--- src/rtl/usb_pid_pkg.sv ---
// usb_pid_pkg: PID codes, arbiter state encoding and the PID-driven exit
// decisions for the snoop-bridge direction arbiter. Kept separate so
// PID-decode and logging blocks can share the same definitions.
package usb_pid_pkg;

   localparam logic [3:0] PID_OUT   = 4'b0001;
   localparam logic [3:0] PID_IN    = 4'b1001;
   localparam logic [3:0] PID_SOF   = 4'b0101;
   localparam logic [3:0] PID_SETUP = 4'b1101;
   localparam logic [3:0] PID_DATA0 = 4'b0011;
   localparam logic [3:0] PID_DATA1 = 4'b1011;
   localparam logic [3:0] PID_ACK   = 4'b0010;
   localparam logic [3:0] PID_NAK   = 4'b1010;
   localparam logic [3:0] PID_STALL = 4'b1110;

   typedef enum logic [2:0] {
      ST_IDLE, ST_H2D, ST_WAIT_DEV, ST_D2H, ST_WAIT_HOST
   } arb_state_t;

   // Side effect of a state decision; registered into the status pulses.
   typedef enum logic [1:0] {EV_NONE, EV_DONE, EV_ERR, EV_TMO} arb_ev_t;

   typedef struct packed {
      arb_state_t nxt;
      arb_ev_t    ev;
   } arb_exit_t;

   // Where a completed host->device packet leads, given its PID.
   function automatic arb_exit_t h2d_exit(input logic [3:0] pid);
      arb_exit_t r;
      r.nxt = ST_IDLE;
      r.ev  = EV_ERR;
      case (pid)
         PID_SOF, PID_ACK, PID_NAK, PID_STALL: r.ev = EV_DONE;
         PID_OUT, PID_SETUP: begin r.nxt = ST_WAIT_HOST; r.ev = EV_NONE; end
         PID_IN, PID_DATA0, PID_DATA1: begin r.nxt = ST_WAIT_DEV; r.ev = EV_NONE; end
         default: ;
      endcase
      return r;
   endfunction

   // Where a completed device->host packet leads, given its PID.
   function automatic arb_exit_t d2h_exit(input logic [3:0] pid);
      arb_exit_t r;
      r.nxt = ST_IDLE;
      r.ev  = EV_ERR;
      case (pid)
         PID_DATA0, PID_DATA1: begin r.nxt = ST_WAIT_HOST; r.ev = EV_NONE; end
         PID_ACK, PID_NAK, PID_STALL: r.ev = EV_DONE;
         default: ;
      endcase
      return r;
   endfunction

endpackage

--- src/rtl/usb_arb_timer.sv ---
// usb_arb_timer: up-counter for the arbiter's turnaround and watchdog windows.
//  clk, rst_n : clock, async active-low reset
//  clr        : synchronous clear (state change) -- count restarts at 0
//  en         : count this cycle (owning state is active)
//  expired    : en and count has reached LIMIT-1 (last cycle of the window)
module usb_arb_timer #(
   parameter int unsigned LIMIT = 32
) (
   input  logic clk,
   input  logic rst_n,
   input  logic clr,
   input  logic en,
   output logic expired
);

   localparam int unsigned W = (LIMIT > 1) ? $clog2(LIMIT) : 1;

   logic [W-1:0] cnt;

   always_ff @(posedge clk or negedge rst_n) begin
      if (!rst_n)    cnt <= '0;
      else if (clr)  cnt <= '0;
      else if (en)   cnt <= cnt + 1'b1;
   end

   assign expired = en && (cnt == W'(LIMIT - 1));

endmodule

--- src/rtl/usb_dir_arbiter.sv ---
// usb_dir_arbiter: direction controller for the transparent USB full-speed
// snoop bridge. Tracks token/data/handshake turnaround and gates rx->tx
// routing so only one side's transmitter drives at a time.
//  clk_12mhz, reset_n          : bit-rate clock, async active-low reset
//  up_rx_pkt_start/end, pid    : host-side receiver strobes and PID
//  dn_rx_pkt_start/end, pid    : device-side receiver strobes and PID
//  dn_tx_pkt_end, up_tx_pkt_end: transmitter copy-finished strobes
//  fwd_h2d_en, fwd_d2h_en      : routing gates (include the start cycle)
//  busy                        : not idle
//  timeout_pulse, err_pulse    : 1-cycle status pulses
//  txn_count                   : completed transactions, wraps
module usb_dir_arbiter import usb_pid_pkg::*; #(
   parameter int unsigned TURNAROUND_CYC = 32,
   parameter int unsigned MAX_PKT_CYC    = 1500,
   parameter int unsigned CNT_W          = 16
) (
   input  logic             clk_12mhz,
   input  logic             reset_n,
   input  logic             up_rx_pkt_start,
   input  logic             up_rx_pkt_end,
   input  logic [3:0]       up_rx_pid,
   input  logic             dn_rx_pkt_start,
   input  logic             dn_rx_pkt_end,
   input  logic [3:0]       dn_rx_pid,
   input  logic             dn_tx_pkt_end,
   input  logic             up_tx_pkt_end,
   output logic             fwd_h2d_en,
   output logic             fwd_d2h_en,
   output logic             busy,
   output logic             timeout_pulse,
   output logic             err_pulse,
   output logic [CNT_W-1:0] txn_count
);

   arb_state_t state_q, state_d;
   arb_ev_t    ev_d;
   arb_exit_t  ex;
   logic       rx_done;
   logic [3:0] pid_q;
   logic       ta_exp, wd_exp, tmr_clr;
   logic       h2d_done, d2h_done;
   logic [3:0] h2d_pid, d2h_pid;

   // An rx end coinciding with the tx end still counts; use the live PID then.
   assign h2d_done = rx_done | up_rx_pkt_end;
   assign h2d_pid  = up_rx_pkt_end ? up_rx_pid : pid_q;
   assign d2h_done = rx_done | dn_rx_pkt_end;
   assign d2h_pid  = dn_rx_pkt_end ? dn_rx_pid : pid_q;

   assign tmr_clr = (state_d != state_q);

   usb_arb_timer #(.LIMIT(TURNAROUND_CYC)) u_ta_tmr (
      .clk     (clk_12mhz),
      .rst_n   (reset_n),
      .clr     (tmr_clr),
      .en      ((state_q == ST_WAIT_DEV) || (state_q == ST_WAIT_HOST)),
      .expired (ta_exp)
   );

   usb_arb_timer #(.LIMIT(MAX_PKT_CYC)) u_wd_tmr (
      .clk     (clk_12mhz),
      .rst_n   (reset_n),
      .clr     (tmr_clr),
      .en      ((state_q == ST_H2D) || (state_q == ST_D2H)),
      .expired (wd_exp)
   );

   always_comb begin
      state_d = state_q;
      ev_d    = EV_NONE;
      ex      = '0;
      case (state_q)
         ST_IDLE: begin
            if (up_rx_pkt_start) state_d = ST_H2D;
            if (dn_rx_pkt_start) ev_d = EV_ERR;
         end
         ST_H2D: begin
            if (dn_tx_pkt_end && h2d_done) begin
               ex      = h2d_exit(h2d_pid);
               state_d = ex.nxt;
               ev_d    = ex.ev;
            end else if (wd_exp) begin
               state_d = ST_IDLE;
               ev_d    = EV_ERR;
            end
         end
         ST_D2H: begin
            if (up_tx_pkt_end && d2h_done) begin
               ex      = d2h_exit(d2h_pid);
               state_d = ex.nxt;
               ev_d    = ex.ev;
            end else if (wd_exp) begin
               state_d = ST_IDLE;
               ev_d    = EV_ERR;
            end
         end
         ST_WAIT_DEV, ST_WAIT_HOST: begin
            // Host start always wins; a start on the expiry cycle beats the timeout.
            if (up_rx_pkt_start) begin
               state_d = ST_H2D;
               if (dn_rx_pkt_start) ev_d = EV_ERR;
            end else if (dn_rx_pkt_start) begin
               if (state_q == ST_WAIT_DEV) state_d = ST_D2H;
               else                        ev_d    = EV_ERR;
            end else if (ta_exp) begin
               state_d = ST_IDLE;
               ev_d    = EV_TMO;
            end
         end
         default: state_d = ST_IDLE;
      endcase
   end

   always_ff @(posedge clk_12mhz or negedge reset_n) begin
      if (!reset_n) begin
         state_q       <= ST_IDLE;
         rx_done       <= 1'b0;
         pid_q         <= '0;
         timeout_pulse <= 1'b0;
         err_pulse     <= 1'b0;
         txn_count     <= '0;
      end else begin
         state_q       <= state_d;
         timeout_pulse <= (ev_d == EV_TMO);
         err_pulse     <= (ev_d == EV_ERR);
         if (ev_d == EV_DONE) txn_count <= txn_count + 1'b1;
         if (state_d != state_q) begin
            rx_done <= 1'b0;
         end else if ((state_q == ST_H2D && up_rx_pkt_end) ||
                      (state_q == ST_D2H && dn_rx_pkt_end)) begin
            rx_done <= 1'b1;
            pid_q   <= (state_q == ST_H2D) ? up_rx_pid : dn_rx_pid;
         end
      end
   end

   // Gates cover the start cycle (next state) and the exit cycle (current
   // state); forced low while reset is held so a mid-packet reset cuts at once.
   assign fwd_h2d_en = reset_n && ((state_q == ST_H2D) || (state_d == ST_H2D));
   assign fwd_d2h_en = reset_n && ((state_q == ST_D2H) || (state_d == ST_D2H));
   assign busy       = (state_q != ST_IDLE);

endmodule

--- config.mk ---
export PLATFORM = sky130hd
export DESIGN_NAME = usb_dir_arbiter
export DESIGN_NICKNAME = d
export VERILOG_FILES = /design/src/rtl/usb_pid_pkg.sv /design/src/rtl/usb_arb_timer.sv /design/src/rtl/usb_dir_arbiter.sv
export SDC_FILE = /design/constraint.sdc
export NUM_CORES = 1
export LEC_CHECK = 0
export BUFFER_PORTS_ARGS = -buffer_cell sky130_fd_sc_hd__buf_2
export CORE_MARGIN = 2
export CORE_UTILIZATION = 30
export CTS_CLUSTER_SIZE = 12
export DETAILED_ROUTE_END_ITERATION = 12
export GPL_ROUTABILITY_DRIVEN = 0
export SLEW_MARGIN = 20
export SYNTH_ARGS = -nofsm -noshare
export SYNTH_HDL_FRONTEND = slang
export SYNTH_SLANG_ARGS = --single-unit
--- constraint.sdc ---
create_clock -name clk_12mhz -period 2.6 [get_ports clk_12mhz]
set_input_delay 0.13 -clock clk_12mhz [delete_from_list [all_inputs] [get_ports clk_12mhz]]
set_output_delay 0.13 -clock clk_12mhz [all_outputs]
set_load 0.005 [all_outputs]
==> metrics, run 1 <==
status=complete, no violations; post-route design area=3000 um^2; Relative slew margins=65.2%; FMAX=0.411 GHz; commonest non-fill, non-tap cell in the layout=dfrtp_1; residual DRC count=0; Mapped Cells=248; PnR Total Power=2.34 mW; final core occ=36.5%; Yosys warning total=0; Die Ht=95.9 um; Clock Sinks=42; IO Port Bufs=36; Filler cells=826; post-synth top area share=41.5%; commonest cells after routing, fill and taps aside=dfrtp_1, buf_2, nor2_1, xnor2_1, nand2_1; H-Tree Depth=2; Pwr per Cell Area=779 nW/um^2; number of setup violations in the final report=0; Slew Viols, Final=0; final antenna-violating net count=0; WP buf/inv=2; largest delay contributor family on the critical path=compound AO/OA/AOI/OAI gates; crit-path cells=ha_1, and3_1, ha_2, inv_2, o21ai_1, o32a_1, nor2b_1, o21ai_1, and2_1, buf_2; Std-Cell Rows=33; Syn Std Cell Area=2530 um^2; Post-synth ARST share=100%; Seq cells post-synth=42; drt pass-1 iters=4; most used cell, CP=o21ai_1; post-layout minimum cycle time=2.43 ns; first-pass GRT wire length=9190 um; die area=9190 um^2; Final Routed Wirelength=5530 um; kind of critical path=register to output port; setup tns final=0 ns; initial antenna violation count=0; max-cap viol count=0; Setup crit end kind=output port; largest net degree at the start of global routing=24; GRT Util Overall=12.9%; total CTS buffers=5; share of cells above drive strength 1=27.7%; GRT overflow=0; Worst path slowest cell=dfrtp_1; Syn Nets=268; Placed Area=2850 um^2; Most used DFF post-synth=dfrtp_1; Area Growth Syn to Fin=18.4%; Seq/Total Area, Yosys=41.5%; crit-path max cell delay=0.41 ns; Leak Pwr=1.34 nW; CP Launch Type=register; DP Wirelength=4130 um; vias per std cell=4.95; worst hold path class=input port to register; initial core utilization=30.8%; Top Ports=37; Final #Nets=315; worst-path fanout max=3; Core Region=8220 um^2; Worst Skew=0.0139 ns; Root Buffer=clkbuf_8; Final Cycle Share=93.5%; maximum VDD drop=256 uV; ant diodes=0; CTS tree=yes; Yosys cell types=55; Yosys top cell by area=dfrtp_1; synth top area cells=dfrtp_1, xnor2_1, nor2_1; syn_area_per_cell=10.2 um^2; Worst-Skew Late Latency=0.31 ns; critical path required time=2.47 ns; RSZ-0062 raised after global routing=no; wire per inst=13.8 um; Clock Pin Slew Worst Setup and Hold Paths=0.08 ns; final hold vios=0; Iter 0 DRT Violations=69; Max Buffers Root-to-Sink=2; worst slew pin tran=0.522 ns; Crit path arrival time=2.30 ns; DR vias=1986; Die Span X=95.9 um; vias in the first global route=1946; EDFF count, synth=0
-- layer usage --
layer / vias to the layer above / track usage (%) / wire (um)
li1: 980 / - / -
met1: 974 / 16.6 / 2580
met2: 26 / 21.5 / 2720
met3: 6 / 2.35 / 123
met4: 0 / 5.00 / 104
met5: - / 0 / 0
-- registers in the layout (all words and copies together), names as in the netlist --
register / flops
txn_count: 16
state_q: 3
u_ta_tmr.cnt: 5
timeout_pulse: 1
rx_done: 1
u_wd_tmr.cnt: 11
pid_q: 4
err_pulse: 1
-- path summary, 6_finish.rpt --
check | from | endpoint | slack [ns] | cells after the start
setup / recovery | u_ta_tmr.cnt[0] | fwd_d2h_en | 0.17 | 10
hold / removal | up_rx_pkt_start | timeout_pulse | 0.06 | 2
setup reg to reg | u_ta_tmr.cnt[0] | txn_count[9] | 0.41 | 10
hold reg to reg | txn_count[15] | txn_count[15] | 0.47 | 1
max in group asynchronous | reset_n | u_wd_tmr.cnt[10] | 1.57 | 3
min in group asynchronous | reset_n | txn_count[8] | 0.33 | 2
-- cells in the mapped netlist, types with 2 or more instances --
master    count
dfrtp_1      42
nor2_1       29
xnor2_1      21
nand2_1      14
and3_1       10
nand3_2       9
xor2_1        9
a21oi_1       8
mux2i_1       8
nand4_1       8
o21ai_0       7
and4_1        6
nand3_1       6
nor2b_1       6
inv_1         5
ha_1          4
nand2b_1      4
buf_2         3
buf_6         3
mux2_2        3
buf_4         2
mux2_4        2
nand3b_1      2
nand4b_1      2
nor4_1        2
o21ai_1       2
o22ai_1       2
or3_1         2
-- worst reg2reg max path, stage by stage, from the launching register on --
cell and delay, ns:
dfrtp_1 0.38, ha_1 0.17, and3_1 0.16, ha_2 0.18
inv_2 0.04, buf_4 0.13, nor4b_4 0.29, a221o_2 0.21
buf_4 0.24, nand4_1 0.14, xnor2_1 0.16
-- cell type report --
| type | instances | area (um^2) | area share [%] |
|---|---|---|---|
| clock buffer | 5 | 68.8 | 2.30 |
| clock inverter | 3 | 43.8 | 1.46 |
| tap | 105 | 131 | 4.38 |
| timing repair buffer | 49 | 280 | 9.35 |
| inverter | 5 | 18.8 | 0.626 |
| sequential | 42 | 1050 | 35.1 |
| multi-input combinational | 192 | 1400 | 46.8 |
-- repair_timing --
action | 4_1_cts | 5_1_grt
gates resized for setup | 1 | 4
pin swaps | 0 | 1
setup endpoints to repair | 1 | 2
endpoints found under the hold margin | 20 | 0
hold buffers | 1 | 0
setup buffers | 0 | 2
-- power breakdown --
part	leakage [nW]	switching, mW	internal [mW]	total [mW]
combinational	0.720	0.527	0.415	0.942
clock	0.0585	0.240	0.288	0.528
sequential	0.566	0.114	0.752	0.866
-- kinds of logic after synthesis --
group	count (synthesis)	share of synthesized area, %
xor gates and xnor gates	30	10.4
adders and majority gates	4	1.98
AOI/OAI and AO/OA	31	8.94
muxes	14	6.13
DFF	42	41.5
buffers and inverters	14	3.41
and+or+nand+nor	113	27.7
-- per-stage QoR --
| step | hold slack, ns | setup slack, ns | cells |
|---|---|---|---|
| floorplan | -0.166 | 0.436 | 248 |
| global placement | 0.137 | 0.356 | 390 |
| detailed placement | 0.143 | 0.309 | 390 |
| CTS | 0.0516 | 0.00857 | 399 |
| global route | 0.0501 | 0.0108 | 401 |
| finish | 0.0575 | 0.168 | 401 |
Power figures use the tool's default switching activity.
==> inputs of run 2 (changes only) <==
- CORE_ASPECT_RATIO: not set -> 1.2
- CORE_MARGIN: 2 -> 8
==> run 2 against run 1 <==
  * First-iteration DRC count down 14%
  * Via count down 1.0%
  * Total power down 4.9%
  * Worst hold slack better by 0.017 ns
  * Cell count up 1.7%
  * Sequential power about the same
  * Register-to-register slack worse by 0.03 ns
  * Highest routed layer unchanged
==> metrics, run 2 (same netlist as run 1, synthesis figures left out) <==
Comb power frac=42.7% (was 40.3%); DP Wirelength=4520 um (was 4130 um); vias in the first global route=1994 (was 1946); ant diodes=0 (unchanged); max FFs per register=16 (unchanged); Final #Nets=314 (was 315); Leak Pwr=1.32 nW (was 1.34 nW); worst reg2reg path depth=7 (was 10); worst hold path class=input port to register (unchanged); worst slew pin tran=0.503 ns (was 0.522 ns); Setup crit end kind=output port (unchanged); Post-CTS Setup Inserts=0 (unchanged); most flop-heavy register=txn_count (unchanged); CP Launch Type=register (unchanged); status=complete, no violations (unchanged); Pint=1.35 mW (was 1.46 mW); residual DRC count=0 (unchanged); Core Region=8150 um^2 (was 8220 um^2); commonest non-fill, non-tap cell in the layout=dfrtp_1 (unchanged); Final Cycle Share=94.3% (was 93.5%); Net Switching=0.868 mW (was 0.880 mW); Die Ht=117 um (was 95.9 um); Clk pwr share=18.2% (was 22.6%); dpl ws=0.316 ns (was 0.309 ns); worst-path fanout max=3 (unchanged); setup tns final=0 ns (unchanged); kind of critical path=register to output port (unchanged); Area Growth Syn to Fin=17.2% (was 18.4%); final setup margin=0.147 ns (was 0.168 ns); DR vias=1966 (was 1986); total CTS buffers=5 (unchanged); CTS tree=yes (unchanged); Flop pwr share=39.1% (was 37.1%); Worst-Skew Late Latency=0.29 ns (was 0.31 ns); post-layout minimum cycle time=2.45 ns (was 2.43 ns); Pwr per Cell Area=748 nW/um^2 (was 779 nW/um^2); FMAX=0.408 GHz (was 0.411 GHz); GRT Util Overall=10.8% (was 12.9%); final antenna-violating net count=0 (unchanged); initial antenna violation count=0 (unchanged); Worst Skew=0.00726 ns (was 0.0139 ns); RSZ-0062 raised after global routing=no (unchanged); Die Span X=99.9 um (was 95.9 um); IO Port Bufs=36 (unchanged); Relative slew margins=66.1% (was 65.2%); Clock Pin Slew Worst Setup and Hold Paths=0.08 ns (about the same); H-Tree Depth=2 (unchanged); final hold vios=0 (unchanged); Top Ports=37 (unchanged); Crit path arrival time=2.32 ns (was 2.30 ns); max-cap viol count=0 (unchanged); Slew Viols, Final=0 (unchanged); die area=11600 um^2 (was 9190 um^2); Iter 0 DRT Violations=59 (was 69); initial core utilization=31.1% (was 30.8%); GRT overflow=0 (unchanged); first-pass GRT wire length=9990 um (was 9190 um); Final Routed Wirelength=5980 um (was 5530 um); Max Buffers Root-to-Sink=2 (unchanged); wire per inst=14.7 um (was 13.8 um); Filler cells=852 (was 826); critical path required time=2.47 ns (about the same); largest net degree at the start of global routing=28 (was 24); Std-Cell Rows=36 (was 33); share of cells above drive strength 1=26.9% (was 27.7%); maximum VDD drop=323 uV (was 256 uV); switching power share of the total=39.1% (was 37.7%); Regs by FF count=txn_count (16), u_wd_tmr.cnt (11), u_ta_tmr.cnt (5) (unchanged); Clock Sinks=42 (unchanged); vias per std cell=4.82 (was 4.95); Root Buffer=clkbuf_8 (unchanged); commonest cells after routing, fill and taps aside=dfrtp_1, buf_2, nor2_1, xnor2_1, nand2_1 (unchanged); number of setup violations in the final report=0 (unchanged); Hold Crit Depth=2 (unchanged); drt pass-1 iters=4 (unchanged)
## run 2: cell types whose count changed in the layout (fill, tap and decap cells not counted)
cell | previous run | this run
inv_6 | 1 | 0
clkinv_2 | 1 | 0
clkbuf_1 | 0 | 1
bufinv_16 | 1 | 0
clkinvlp_4 | 0 | 1
buf_4 | 12 | 11
## run 2: path summary, 6_finish.rpt
kind / end / startpoint / slack (ns)
setup / recovery: fwd_d2h_en / u_ta_tmr.cnt[0] / 0.15
hold / removal: timeout_pulse / up_rx_pkt_start / 0.07
hold reg to reg: txn_count[15] / txn_count[15] / 0.48
min in group asynchronous: u_wd_tmr.cnt[0] / reset_n / 0.31
max in group asynchronous: txn_count[0] / reset_n / 1.58
setup reg to reg: txn_count[1] / u_wd_tmr.cnt[0] / 0.38
## run 2: power groups by stage
stage	logic, mW	clock network, mW	registers [mW]
2_1_floorplan	0.674	0	0.853
3_3_place_gp	0.941	0	0.879
3_5_place_dp	0.949	0	0.880
4_1_cts	0.955	0.427	0.869
5_1_grt	1.06	0.457	0.892
6_report	0.948	0.405	0.868
## run 2: cell type report
cell class / count / area (um^2) / area share [%]
Multi-Input combinational cell: 192 / 1400 / 47.3
Sequential cell: 42 / 1050 / 35.4
Timing Repair Buffer: 48 / 273 / 9.19
Tap cell: 114 / 143 / 4.80
Clock buffer: 6 / 72.6 / 2.44
Inverter: 5 / 18.8 / 0.632
Clock inverter: 1 / 7.51 / 0.253
## run 2: per-stage QoR
| stage | utilization, % | hold slack, ns | instances | total power, mW | area (um^2) |
|---|---|---|---|---|---|
| global placement | 35.2 | 0.109 | 400 | 1.82 | 2870 |
| CTS | 36.3 | 0.0699 | 408 | 2.25 | 2960 |
| detailed placement | 35.2 | 0.105 | 400 | 1.83 | 2870 |
| floorplan | - | -0.166 | 248 | 1.53 | 2530 |
| finish | 36.4 | 0.0748 | 408 | 2.22 | 2970 |
| global route | 36.4 | 0.0676 | 408 | 2.41 | 2970 |
## run 2: worst max-delay path: stages (launching register included)
cell and delay, ns:
dfrtp_1 0.41, ha_1 0.22, and3_1 0.19, ha_2 0.19, inv_2 0.08, o21ai_1 0.09
o32a_1 0.35, nor2b_1 0.16, o21ai_1 0.13, and2_1 0.12, buf_2 0.11
## run 2: per-layer routing
layer | GRT usage (%) | wire length [um]
met4 | 5.16 | 111
met2 | 16.7 | 2760
met1 | 14.5 | 2910
met5 | 0 | 0
met3 | 1.67 | 202
## run 2: repair_timing
action | 4_1_cts | 5_1_grt
hold endpoints to repair | 15 | 0
hold buffers | 1 | 0
cloned | 0 | 0
endpoints found under the setup margin | 1 | 2
gates resized for setup | 1 | 4
==> inputs of run 3 (changes only) <==
- clock period: 2.6 -> 3 ns (I/O delays scaled with it)
==> run 3 against run 2 <==
  * Wire length fell by 2.7%
  * Die area did not move
  * Core utilization down 0.57 points
  * Critical path depth is 4 lower
  * Worst hold slack gained 0.0083 ns
  * First-iteration DRC count rose by 42%
  * Cell count shrank 2.0%
==> metrics, run 3 (same netlist as run 1, synthesis figures left out) <==
status=complete, no violations (unchanged); most flop-heavy register=txn_count (unchanged); Std-Cell Rows=36 (unchanged); post-layout minimum cycle time=2.73 ns; dpl ws=0.275 ns (was 0.316 ns); final setup margin=0.265 ns (was 0.147 ns); Top Ports=37 (unchanged); Max Buffers Root-to-Sink=2 (unchanged); critical path required time=3.19 ns (was 2.47 ns); maximum VDD drop=279 uV (was 323 uV); switching power share of the total=38.3% (was 39.1%); Slew Viols, Final=0 (unchanged); commonest non-fill, non-tap cell in the layout=dfrtp_1 (unchanged); max FFs per register=16 (unchanged); H-Tree Depth=2 (unchanged); CP Launch Type=register (unchanged); Die Ht=117 um (unchanged); Net Switching=0.747 mW (was 0.868 mW); drt pass-1 iters=4 (unchanged); Clock Pin Slew Worst Setup and Hold Paths=0.09 ns (was 0.08 ns); ant diodes=0 (unchanged); Comb power frac=36.8% (was 42.7%); Die Span X=99.9 um (unchanged); Setup crit end kind=register (was output port); Crit path arrival time=2.92 ns (was 2.32 ns); Post-CTS Hold Buffers=1 (unchanged); Flop pwr share=40.1% (was 39.1%); GRT Util Overall=10.8% (about the same); crit-path cells=nand2b_1, o21ai_1, a32o_1, a211oi_4, nand2_1, mux2_1 (was ha_1, and3_1, ha_2, inv_2, o21ai_1, o32a_1, nor2b_1, o21ai_1, and2_1, buf_2); worst hold path class=input port to register (unchanged); commonest cells after routing, fill and taps aside=dfrtp_1, buf_2, nor2_1, xnor2_1, nand2_1 (unchanged); Final Routed Wirelength=5820 um (was 5980 um); final hold slack=0.0831 ns (was 0.0748 ns); RSZ-0062 raised after global routing=no (unchanged); Post-CTS Setup Inserts=0 (unchanged); Root Buffer=clkbuf_8 (unchanged); Iter 0 DRT Violations=84 (was 59); DP Wirelength=4330 um (was 4520 um); Pint=1.20 mW (was 1.35 mW); worst slew pin tran=0.870 ns (was 0.503 ns); Leak Pwr=1.29 nW (was 1.32 nW); Clock Sinks=42 (unchanged); FMAX=0.366 GHz; worst-path fanout max=16 (was 3); Worst path slowest cell=a211oi_4 (was dfrtp_1); die area=11600 um^2 (unchanged); crit-path max cell delay=0.76 ns (was 0.41 ns); vias in the first global route=2098 (was 1994); initial antenna violation count=0 (unchanged); Core Region=8150 um^2 (unchanged); Relative slew margins=41.8% (was 66.1%); Resized cells post-CTS=0 (was 1); first-pass GRT wire length=10100 um (was 9990 um); CTS tree=yes (unchanged); largest net degree at the start of global routing=40 (was 28); vias per std cell=4.89 (was 4.82); wire per inst=14.6 um (was 14.7 um); Clk pwr share=23.1% (was 18.2%); residual DRC count=0 (unchanged); Regs by FF count=txn_count (16), u_wd_tmr.cnt (11), u_ta_tmr.cnt (5) (unchanged); final hold vios=0 (unchanged); final antenna-violating net count=0 (unchanged); initial core utilization=31.1% (unchanged); share of cells above drive strength 1=23.8% (was 26.9%); number of setup violations in the final report=0 (unchanged); DR vias=1956 (was 1966); IO Port Bufs=36 (unchanged); setup tns final=0 ns (unchanged); kind of critical path=register to register (was register to output port); max-cap viol count=0 (unchanged); Final Cycle Share=91.2%; Final #Nets=305 (was 314); total CTS buffers=5 (unchanged); Area Growth Syn to Fin=15.4% (was 17.2%); Worst-Skew Late Latency=0.30 ns (was 0.29 ns); Pwr per Cell Area=667 nW/um^2 (was 748 nW/um^2); GRT overflow=0 (unchanged); Worst Skew=0.00777 ns (was 0.00726 ns)
-- run 3: worst paths after layout --
path,start,endpoint,slack (ns),cells after the start
worst max-delay path,state_q[1],txn_count[1],0.27,6
worst min-delay path,up_rx_pkt_start,timeout_pulse,0.08,2
worst max register to register,state_q[1],txn_count[1],0.27,6
worst min register to register,txn_count[15],txn_count[15],0.48,1
max in group asynchronous,reset_n,pid_q[1],2.07,3
min in group asynchronous,reset_n,rx_done,0.21,2
-- run 3: worst max-delay path: cells and delay by family (launching register included) --
family / cells / cell delay (ns)
compound gates: 3 / 1.15
flops: 1 / 0.68
mux: 1 / 0.36
simple gates: 2 / 0.42
-- run 3: through the flow --
stage,power (mW),std cells,cell area [um^2],util (%)
detailed placement,1.52,391,2800,34.4
CTS,1.98,400,2920,35.9
global route,2.09,400,2920,35.9
global placement,1.49,391,2800,34.4
floorplan,1.32,248,2530,-
finish,1.95,400,2920,35.9
-- run 3: per-layer routing --
| layer | part of all wire, % | wire [um] | up-vias | track usage [%] |
|---|---|---|---|---|
| met5 | 0 | 0 | - | 0 |
| met4 | 2.0 | 119 | 0 | 5.06 |
| met3 | 3.1 | 179 | 8 | 2.03 |
| met2 | 48 | 2790 | 31 | 17.7 |
| met1 | 47 | 2730 | 961 | 13.3 |
| li1 | - | - | 956 | - |
-- run 3: final cells by class --
| class | count | area (um^2) |
|---|---|---|
| clock buffer | 6 | 72.6 |
| clock inverter | 2 | 37.5 |
| fill | 831 | 5230 |
| inverter | 5 | 18.8 |
| multi-input combinational | 192 | 1400 |
| sequential | 42 | 1050 |
| tap | 114 | 143 |
| timing repair buffer | 39 | 205 |
-- run 3: power groups by stage --
stage | Sequential (mW) | Clock [mW] | Combinational [mW]
6_report | 0.781 | 0.450 | 0.718
3_5_place_dp | 0.792 | 0 | 0.724
5_1_grt | 0.800 | 0.488 | 0.803
3_3_place_gp | 0.786 | 0 | 0.708
4_1_cts | 0.781 | 0.467 | 0.729
2_1_floorplan | 0.740 | 0 | 0.584
